**src/rtl/arm_pkg.sv**
```systemverilog
// Shared ARM7 exception-entry types: processor modes, exception codes,
// register-bank write targets, vector/LR offsets and the entry CPSR builder.
package arm_pkg;

  typedef enum logic [4:0] {
    MODE_USR = 5'b10000,
    MODE_FIQ = 5'b10001,
    MODE_IRQ = 5'b10010,
    MODE_SVC = 5'b10011,
    MODE_ABT = 5'b10111,
    MODE_UND = 5'b11011
  } mode_t;

  typedef enum logic [2:0] {
    EXC_NONE  = 3'd0,
    EXC_DABT  = 3'd1,
    EXC_FIQ   = 3'd2,
    EXC_IRQ   = 3'd3,
    EXC_PABT  = 3'd4,
    EXC_UNDEF = 3'd5,
    EXC_SWI   = 3'd6
  } exc_t;

  typedef enum logic [1:0] {
    SEL_SPSR = 2'd0,
    SEL_R14  = 2'd1,
    SEL_CPSR = 2'd2,
    SEL_PC   = 2'd3
  } wr_sel_t;

  localparam logic [31:0] VEC_DABT  = 32'h0000_0010;
  localparam logic [31:0] VEC_FIQ   = 32'h0000_001C;
  localparam logic [31:0] VEC_IRQ   = 32'h0000_0018;
  localparam logic [31:0] VEC_PABT  = 32'h0000_000C;
  localparam logic [31:0] VEC_UNDEF = 32'h0000_0004;
  localparam logic [31:0] VEC_SWI   = 32'h0000_0008;

  localparam logic [31:0] LR_OFF_DABT = 32'd8;
  localparam logic [31:0] LR_OFF_STD  = 32'd4;

  // Bit positions inside the sticky pending vector.
  localparam int PEND_DABT  = 0;
  localparam int PEND_PABT  = 1;
  localparam int PEND_UNDEF = 2;
  localparam int PEND_SWI   = 3;

  // Entry CPSR: I always set, F set only for FIQ, Thumb cleared, new mode.
  function automatic logic [31:0] entry_cpsr(input logic [23:0] upper,
                                             input logic        f_bit,
                                             input logic        set_f,
                                             input logic [4:0]  mode);
    return {upper, 1'b1, f_bit | set_f, 1'b0, mode};
  endfunction

endpackage

```
**src/rtl/exception_prio.sv**
```systemverilog
// Combinational exception arbiter: applies FIQ/IRQ masking and picks the
// highest-priority source together with its mode, vector and LR offset.
module exception_prio
  import arm_pkg::*;
(
  input  logic [3:0]  i_pend,
  input  logic        i_fiq_req,
  input  logic        i_irq_req,
  input  logic        i_cpsr_i,
  input  logic        i_cpsr_f,
  output logic        o_valid,
  output exc_t        o_exc,
  output mode_t       o_mode,
  output logic [31:0] o_vec_off,
  output logic [31:0] o_lr_off,
  output logic        o_set_f
);

  logic w_fiq_ok;
  logic w_irq_ok;

  assign w_fiq_ok = i_fiq_req & ~i_cpsr_f;
  assign w_irq_ok = i_irq_req & ~i_cpsr_i;

  always_comb begin
    o_valid   = 1'b1;
    o_exc     = EXC_NONE;
    o_mode    = MODE_USR;
    o_vec_off = 32'h0;
    o_lr_off  = LR_OFF_STD;
    o_set_f   = 1'b0;
    if (i_pend[PEND_DABT]) begin
      o_exc     = EXC_DABT;
      o_mode    = MODE_ABT;
      o_vec_off = VEC_DABT;
      o_lr_off  = LR_OFF_DABT;
    end else if (w_fiq_ok) begin
      o_exc     = EXC_FIQ;
      o_mode    = MODE_FIQ;
      o_vec_off = VEC_FIQ;
      o_set_f   = 1'b1;
    end else if (w_irq_ok) begin
      o_exc     = EXC_IRQ;
      o_mode    = MODE_IRQ;
      o_vec_off = VEC_IRQ;
    end else if (i_pend[PEND_PABT]) begin
      o_exc     = EXC_PABT;
      o_mode    = MODE_ABT;
      o_vec_off = VEC_PABT;
    end else if (i_pend[PEND_UNDEF]) begin
      o_exc     = EXC_UNDEF;
      o_mode    = MODE_UND;
      o_vec_off = VEC_UNDEF;
    end else if (i_pend[PEND_SWI]) begin
      o_exc     = EXC_SWI;
      o_mode    = MODE_SVC;
      o_vec_off = VEC_SWI;
    end else begin
      o_valid   = 1'b0;
    end
  end

endmodule

```
**src/rtl/exception_sequencer.sv**
```systemverilog
// ARM7 exception entry sequencer: latches sources, arbitrates at an instruction
// boundary, then writes SPSR, R14, CPSR and PC through the register bank port.
module exception_sequencer
  import arm_pkg::*;
#(
  parameter logic [31:0] VECTOR_BASE = 32'h0000_0000
) (
  input  logic        clk,
  input  logic        reset_n,
  input  logic        instr_boundary,
  input  logic [31:0] cur_addr,
  input  logic [31:0] cpsr_in,
  input  logic        fiq_req,
  input  logic        irq_req,
  input  logic        dabt_pulse,
  input  logic        pabt_pulse,
  input  logic        undef_pulse,
  input  logic        swi_pulse,
  output logic        wr_en,
  output logic [1:0]  wr_sel,
  output logic [4:0]  wr_mode,
  output logic [31:0] wr_data,
  output logic        busy,
  output logic        flush,
  output logic [2:0]  exc_taken
);

  typedef enum logic [2:0] {
    IDLE,
    SAVE_SPSR,
    WRITE_LR,
    WRITE_CPSR,
    WRITE_PC
  } state_t;

  state_t      r_state;
  logic        r_wr_en;
  wr_sel_t     r_wr_sel;
  logic [4:0]  r_wr_mode;
  logic [31:0] r_wr_data;
  logic        r_busy;
  logic        r_flush;
  logic [2:0]  r_exc_taken;
  logic [4:0]  r_new_mode;
  logic [31:0] r_lr;
  logic [31:0] r_new_cpsr;
  logic [31:0] r_pc;
  logic [2:0]  r_code;
  logic [3:0]  r_pend;

  logic [3:0]  w_pulses;
  logic [3:0]  w_pend;
  logic        w_valid;
  exc_t        w_exc;
  mode_t       w_mode;
  logic [31:0] w_vec_off;
  logic [31:0] w_lr_off;
  logic        w_set_f;
  logic        w_unused_cpsr;

  assign w_pulses      = {swi_pulse, undef_pulse, pabt_pulse, dabt_pulse};
  assign w_pend        = r_pend | w_pulses;
  assign w_unused_cpsr = ^cpsr_in[5:0];

  exception_prio u_prio (
    .i_pend    (w_pend),
    .i_fiq_req (fiq_req),
    .i_irq_req (irq_req),
    .i_cpsr_i  (cpsr_in[7]),
    .i_cpsr_f  (cpsr_in[6]),
    .o_valid   (w_valid),
    .o_exc     (w_exc),
    .o_mode    (w_mode),
    .o_vec_off (w_vec_off),
    .o_lr_off  (w_lr_off),
    .o_set_f   (w_set_f)
  );

  // A flush discards the old stream's pending bits, but a pulse in that same cycle survives.
  always_ff @(posedge clk or negedge reset_n) begin
    if (!reset_n) r_pend <= '0;
    else          r_pend <= (r_flush ? 4'b0 : r_pend) | w_pulses;
  end

  always_ff @(posedge clk or negedge reset_n) begin
    if (!reset_n) begin
      r_state     <= IDLE;
      r_wr_en     <= 1'b0;
      r_wr_sel    <= SEL_SPSR;
      r_wr_mode   <= '0;
      r_wr_data   <= '0;
      r_busy      <= 1'b0;
      r_flush     <= 1'b0;
      r_exc_taken <= '0;
      r_new_mode  <= '0;
      r_lr        <= '0;
      r_new_cpsr  <= '0;
      r_pc        <= '0;
      r_code      <= '0;
    end else begin
      r_wr_en     <= 1'b0;
      r_wr_sel    <= SEL_SPSR;
      r_wr_mode   <= '0;
      r_wr_data   <= '0;
      r_busy      <= 1'b0;
      r_flush     <= 1'b0;
      r_exc_taken <= '0;
      case (r_state)
        IDLE: begin
          if (instr_boundary && w_valid) begin
            r_state    <= SAVE_SPSR;
            r_wr_en    <= 1'b1;
            r_wr_mode  <= w_mode;
            r_wr_data  <= cpsr_in;
            r_busy     <= 1'b1;
            r_new_mode <= w_mode;
            r_lr       <= cur_addr + w_lr_off;
            r_new_cpsr <= entry_cpsr(cpsr_in[31:8], cpsr_in[6], w_set_f, w_mode);
            r_pc       <= VECTOR_BASE + w_vec_off;
            r_code     <= w_exc;
          end
        end
        SAVE_SPSR: begin
          r_state   <= WRITE_LR;
          r_wr_en   <= 1'b1;
          r_wr_sel  <= SEL_R14;
          r_wr_mode <= r_new_mode;
          r_wr_data <= r_lr;
          r_busy    <= 1'b1;
        end
        WRITE_LR: begin
          r_state   <= WRITE_CPSR;
          r_wr_en   <= 1'b1;
          r_wr_sel  <= SEL_CPSR;
          r_wr_mode <= r_new_mode;
          r_wr_data <= r_new_cpsr;
          r_busy    <= 1'b1;
        end
        WRITE_CPSR: begin
          r_state     <= WRITE_PC;
          r_wr_en     <= 1'b1;
          r_wr_sel    <= SEL_PC;
          r_wr_mode   <= r_new_mode;
          r_wr_data   <= r_pc;
          r_busy      <= 1'b1;
          r_flush     <= 1'b1;
          r_exc_taken <= r_code;
        end
        WRITE_PC: r_state <= IDLE;
        default:  r_state <= IDLE;
      endcase
    end
  end

  assign wr_en     = r_wr_en;
  assign wr_sel    = r_wr_sel;
  assign wr_mode   = r_wr_mode;
  assign wr_data   = r_wr_data;
  assign busy      = r_busy;
  assign flush     = r_flush;
  assign exc_taken = r_exc_taken;

endmodule

```
**config.mk**
```make
export PLATFORM = sky130hd
export DESIGN_NAME = exception_sequencer
export DESIGN_NICKNAME = d
export VERILOG_FILES = /design/src/rtl/arm_pkg.sv /design/src/rtl/exception_prio.sv /design/src/rtl/exception_sequencer.sv
export SDC_FILE = /design/constraint.sdc
export NUM_CORES = 1
export LEC_CHECK = 0
export CAP_MARGIN = 10
export CELL_PAD_IN_SITES_DETAIL_PLACEMENT = 1
export CELL_PAD_IN_SITES_GLOBAL_PLACEMENT = 1
export CORE_ASPECT_RATIO = 1.75
export CORE_UTILIZATION = 35
export CTS_CLUSTER_SIZE = 30
export DETAILED_ROUTE_END_ITERATION = 10
export GPL_TIMING_DRIVEN = 0
export PLACE_DENSITY = 0.87
export SYNTH_ARGS = -nofsm -noshare
export SYNTH_HDL_FRONTEND = slang
export SYNTH_SLANG_ARGS = --single-unit
```
**constraint.sdc**
```tcl
create_clock -name clk -period 2.45 [get_ports clk]
set_input_delay 0.49 -clock clk [delete_from_list [all_inputs] [get_ports clk]]
set_output_delay 0.49 -clock clk [all_outputs]
set_load 0.05 [all_outputs]
```
==> impl_results.md, run 1 <==
- DIE HEIGHT: 163 microns
- Cell count of the worst reg-to-reg path: 12
- Port Buf Inserts: 117
- CP max stage cell: fa_2
- Critical Path End Type: flip-flop
- Highest clock rate: 0.420 GHz
- # Max-Cap Violations: 0
- Area growth from synthesis to layout: 43.1%
- Pint: 5710 uW
- Core area: 14,400 sq um
- Commonest non-fill, non-tap cell in the layout: nand2_1
- Sequential power share: 34.2%
- Final hold violation count: 0
- Dpl cell area: 6670 sq um
- Ratio of final minimum period to clock period: 97.2%
- Register Area: 2980 sq um
- DRT iter0 DRCs: 355
- Post-Route WL: 16.9 mm
- Min-delay worst type: primary input to flip-flop
- Post-DP HPWL: 12.4 mm
- TritonCTS Buffers: 17
- Worst-margin pin slew: 550 ps
- Hold path cells: 2
- Mapped Avg Cell Area: 9.89 sq um
- Layout cells sized above 1: 13.1%
- Status: finished, final reports clean
- Per-cell routed wire length: 19.6 microns
- RSZ-0062 raised after global routing: true
- Initial Util: 35.9%
- Endpoints failing setup: 0
- Clock Path Buffers: 2
- Clock slew at reported path FFs: 50 ps
- Mapped Nets: 600
- Initial antenna violation count: 0
- Power Dens Cells: 1300 nW/um^2
- Crit path max fanout: 5
- Largest area contributor in the netlist: dfrtp_1
- First-pass GRT wire length: 26.3 mm
- Critical path depth: 12
- Top FF cell, synth: dfrtp_1
- Leakage: 0.00336 uW
- Ant. Diodes: 0
- Max-slew headroom: 63.4%
- Layout net count: 744
- Slew Limit Fails: 0
- # clock sinks: 119
- Post-DR vias/cell: 5.33
- First-pass detailed-route iteration total: 6
- Gate power share: 41.0%
- Vias in the first global route: 4,989
- Total DRC errors in the routed layout: 0
- Number of synthesized flops with an enable pin: 0
- Hold Slack: 411 ps
- Synth cell types: 41
- #FFs+latches synth: 119
- CTS root buffer: clkbuf_16
- CP arrival: 2670 ps
- Worst-case vdd ir drop: 0.000534 V
- Ports: 118
- Gpl congestion: 0.835
- Worst-Skew Late Latency: 420 ps
- Yosys Warn Count: 0
- WP buf/inv: 5
- Fill cells: 1,609
- CP startpoint kind: flip-flop
- Switching Share: 40.9%
- Vias: 4,588
- Sw power: 3950 uW
- Worst-path cell chain: or2_1 > buf_8 > clkinv_8 > ha_4 > inv_2 > fa_2 > buf_6 > nor4_4 > buf_4 > nand4_1 > xor2_1 > o21ai_1
- Largest net degree at the start of global routing: 104
- Most frequent cells in the layout: 137 x nand2_1, 119 x dfrtp_1, 115 x clkdlybuf4s50_1, 33 x o21ai_1, 21 x inv_1
- Post-Syn Area: 5180 sq um
- Routed Antenna Nets: 0
- Final Critical Period: 2380 ps
- CTS tree: built
- Top cells by area, synth: dfrtp_1 57%, nand2_1 9.9%, a222oi_1 3.7%
- Synth top area share: 57.4%
- Clk pwr share: 24.8%
- WP data required: 2740 ps
- Critical path class: flip-flop to flip-flop
- Area of the multi-input gates: 2100 sq um
- Final instance area: 7420 sq um
- Ys async rst share: 100%
- Crit-path leading delay family: simple AND/OR/NAND/NOR gates
- Register area share after synthesis: 57.4%
- Synth Instances: 524
- H-tree Lvls: 4
- Worst reg2reg setup slack: 70 ps
- Overflow after GRT: 0
- CP peak stage delay: 390 ps
- Row cnt: 58
- Tot GR Track Use: 23.1%
- Clock Skew: 7.16 ps
- Chip width: 94.0 microns
- Area of the die: 15,300 sq um
flip-flops by register name, indices dropped and copies added, names as in the netlist:
name	count
r_pend	4
r_new_cpsr	26
r_new_mode	4
flush	1
exc_taken	3
wr_sel	2
r_state	3
r_lr	32
wr_mode	5
wr_data	32
r_code	3
r_pc	3
busy	1
power groups by stage:
stage	combinational, uW	clock (uW)	sequential (uW)
2_1_floorplan	1620	0	4020
3_3_place_gp	3720	0	3230
3_5_place_dp	3880	0	3290
4_1_cts	3950	2400	3270
5_1_grt	4250	2480	3370
6_report	3970	2390	3300
worst paths after layout:
check,start,endpoint
max,r_pend[0],r_lr[22]
min,dabt_pulse,r_pend[0]
max reg2reg,r_pend[0],r_lr[22]
min reg2reg,r_code[1],r_code[1]
max in group asynchronous,reset_n,r_lr[16]
min in group asynchronous,reset_n,r_code[0]
final cells by class:
cell class | count | area share (%)
Inverter | 23 | 1.33
Clock inverter | 8 | 0.944
Buffer | 29 | 2.39
Tap cell | 180 | 3.04
Sequential cell | 119 | 40.1
Timing Repair Buffer | 126 | 17.0
Multi-Input combinational cell | 352 | 28.3
Clock buffer | 24 | 6.76
cell usage after synthesis (all sizes together) (8+ instances only):
master and instances:
a222oi 19, inv 23, nor2b 9, and3 8
a21o 9, a21oi 13, clkbuf 13, nor2 16
xor2 10, dfrtp 119, o21ai 40, nor3 11
nand3 10, buf 17, xnor2 18, nand2 137
a22oi 13
metrics by stage:
stage          setup slack (ps)  total power, uW  cells  util (%)  setup TNS (ps)
2_1_floorplan             -8.09             5640    524         -           -8.09
3_3_place_gp              -3470             6950    821      46.0         -453900
3_5_place_dp               -757             7170    822      46.2          -45730
4_1_cts                   -3.31             9620    859      50.6           -3.31
5_1_grt                   -20.8            10100    861      51.4           -49.6
6_report                   67.4             9660    861      51.4               0
kinds of logic after synthesis:
family          count (synthesis)  synth area share (%)
simple gates                  217                  18.7
compound gates                101                  13.0
buf+inv                        53                  4.58
flops                         119                  57.4
mux                             3                 0.651
xor+xnor                       28                  4.73
fa+ha+maj                       3                 0.869
per-layer routing:
| metal | vias to the layer above | track usage (%) | routed length [microns] |
|---|---|---|---|
| li1 | 2083 | - | - |
| met1 | 2301 | 24.7 | 6220 |
| met2 | 166 | 42.4 | 9320 |
| met3 | 38 | 4.42 | 878 |
| met4 | 0 | 11.6 | 483 |
| met5 | - | 0 | 0 |
repair_timing:
action | in CTS | in global routing
pin swaps | 7 | 9
setup buffers | 4 | 3
hold buffers | 1 | 0
endpoints found under the setup margin | 46 | 94
endpoints found under the hold margin | 16 | 0
cloned | 0 | 0
resized for setup | 6 | 25
Note: power is estimated with default switching activity, not from simulation.
==> inputs of run 2 (changes only) <==
- SETUP_SLACK_MARGIN: unset -> 0.4
==> run 2 against run 1 <==
  * The run now ends with negative setup slack left
  * Largest power group unchanged
  * Highest routed layer unchanged
  * Final cell count grew 5.9%
  * Die area stayed put
  * Non-clock buffer count increased by 52
==> impl_results.md, run 2 (same netlist as run 1, synthesis figures left out) <==
- Status: complete, but fails checks
- Failing checks: negative setup slack
- Slew Limit Fails: 0
- Ant. Diodes: 0
- Most frequent cells in the layout: 119 x dfrtp_1, 81 x clkdlybuf4s50_1, 64 x nand2_1, 40 x nand2_4, 33 x nand2_2
- Area growth from synthesis to layout: 76.4%
- Min-delay worst type: primary input to asynchronous set/reset pin
- Total DRC errors in the routed layout: 0
- First-pass detailed-route iteration total: 8
- Pwr Total: 12,400 uW
- Clock Skew: 17.1 ps
- Critical Path End Type: flip-flop
- Core area: 14,400 sq um
- CTS root buffer: clkbuf_16
- Chip width: 94.0 microns
- TritonCTS Buffers: 17
- Final worst slack: -48.3 ps
- Post-DR vias/cell: 5.88
- Worst-case vdd ir drop: 0.000640 V
- Initial Util: 35.9%
- Ratio of final minimum period to clock period: 102%
- Fill cells: 1,448
- Pre-CTS setup slack: -780 ps
- Overflow after GRT: 0
- Clock Path Buffers: 2
- Worst reg2reg setup slack: -50 ps
- # hold bufs at CTS: 0
- # Max-Cap Violations: 0
- Clock slew at reported path FFs: 60 ps
- Per-cell routed wire length: 28.4 microns
- Vias: 5,360
- Worst-Skew Late Latency: 430 ps
- Endpoints failing setup: 1
- Power Dens Cells: 1360 nW/um^2
- Worst-margin pin slew: 808 ps
- Largest net degree at the start of global routing: 69
- Routed Antenna Nets: 0
- Row cnt: 58
- Ports: 118
- Layout cells sized above 1: 36.2%
- Final Critical Period: 2500 ps
- WP data required: 2700 ps
- RSZ-0062 raised after global routing: true
- Final hold violation count: 0
- Commonest non-fill, non-tap cell in the layout: dfrtp_1
- DIE HEIGHT: 163 microns
- # clock sinks: 119
- H-tree Lvls: 4
- Max-slew headroom: 46.1%
- CP arrival: 2750 ps
- Post-DP HPWL: 12.8 mm
- Highest clock rate: 0.400 GHz
- Area of the die: 15,300 sq um
- CTS tree: built
- Post-Route WL: 25.9 mm
- Layout net count: 796
- Vias in the first global route: 5,706
- Tot GR Track Use: 29.1%
- Critical path class: flip-flop to flip-flop
- Leakage: 0.00446 uW
- Initial antenna violation count: 0
- Gpl congestion: 0.841
- Crit path max fanout: 7
- Port Buf Inserts: 117
- First-pass GRT wire length: 32.2 mm
- CP startpoint kind: flip-flop
- DRT iter0 DRCs: 489
## run 2: changes by cell type in the layout (fill, tap and decap cells not counted), sizes merged
cell           previous run  this run
dlymetal6s2s              0        11
dlygate4sd3               1         0
clkbuf                   35        36
clkinvlp                  2         3
dlygate4sd2               1        24
clkdlybuf4s50           115        81
inv                      22        23
bufinv                    1         2
clkinv                    6         3
buf                      27        78
## run 2: cell type report
| type | count | area, sq um | share of cell area, % |
|---|---|---|---|
| clock inverter | 8 | 97.6 | 1.07 |
| tap | 180 | 225 | 2.46 |
| sequential | 119 | 2980 | 32.6 |
| clock buffer | 23 | 478 | 5.23 |
| buffer | 30 | 354 | 3.87 |
| multi-input combinational | 352 | 2840 | 31.1 |
| timing repair buffer | 177 | 2080 | 22.7 |
| inverter | 23 | 93.8 | 1.03 |
## run 2: path summary, 6_finish.rpt
check / from / endpoint / cells past startpoint
max: r_pend[2] / wr_data[7] / 7
min: reset_n / r_pend[3] / 1
max reg2reg: r_pend[2] / wr_data[7] / 7
min in group clk: dabt_pulse / r_pend[0] / 2
max in group asynchronous: reset_n / r_new_cpsr[17] / 2
min reg2reg: r_new_cpsr[19] / r_new_cpsr[19] / 2
## run 2: repair_timing
item / CTS / global route
gates cloned: 11 / 4
pin swaps: 47 / 93
setup endpoints to repair: 128 / 115
gates resized for setup: 132 / 192
setup buffers: 27 / 17
## run 2: through the flow
step / cells / utilization, % / cell area [sq um] / hold slack, ps / setup TNS, ps
floorplan: 524 / - / 5340 / 194 / -8.09
global placement: 821 / 46.7 / 6740 / 452 / -449600
detailed placement: 822 / 46.9 / 6770 / 450 / -43280
CTS: 891 / 57.0 / 8230 / 19.2 / 0
global route: 912 / 63.3 / 9150 / 50.3 / -61.2
finish: 912 / 63.3 / 9150 / 10.2 / -48.3
## run 2: routing by layer
| layer | part of all wire [%] | global-route usage (%) | up-vias |
|---|---|---|---|
| met5 | 0 | 0 | - |
| met4 | 7.4 | 19.0 | 0 |
| met3 | 5.6 | 4.70 | 139 |
| met2 | 54 | 54.6 | 324 |
| met1 | 33 | 28.8 | 2700 |
| li1 | - | - | 2197 |
## run 2: power by group
part | total [uW] | switching [uW] | leakage [uW] | internal, uW
Sequential | 3550 | 765 | 0.00149 | 2790
Clock | 2570 | 1000 | 0.000275 | 1570
Combinational | 6280 | 3690 | 0.00270 | 2590
Total | 12400 | 5460 | 0.00446 | 6950
## run 2: worst max-delay path, stage by stage, from the launching register on
cell and delay, ps:
dfrtp_1 380, or4_4 560, buf_6 140, nor3_4 230
a21boi_4 170, buf_6 160, a222oi_1 530, nor2_1 150
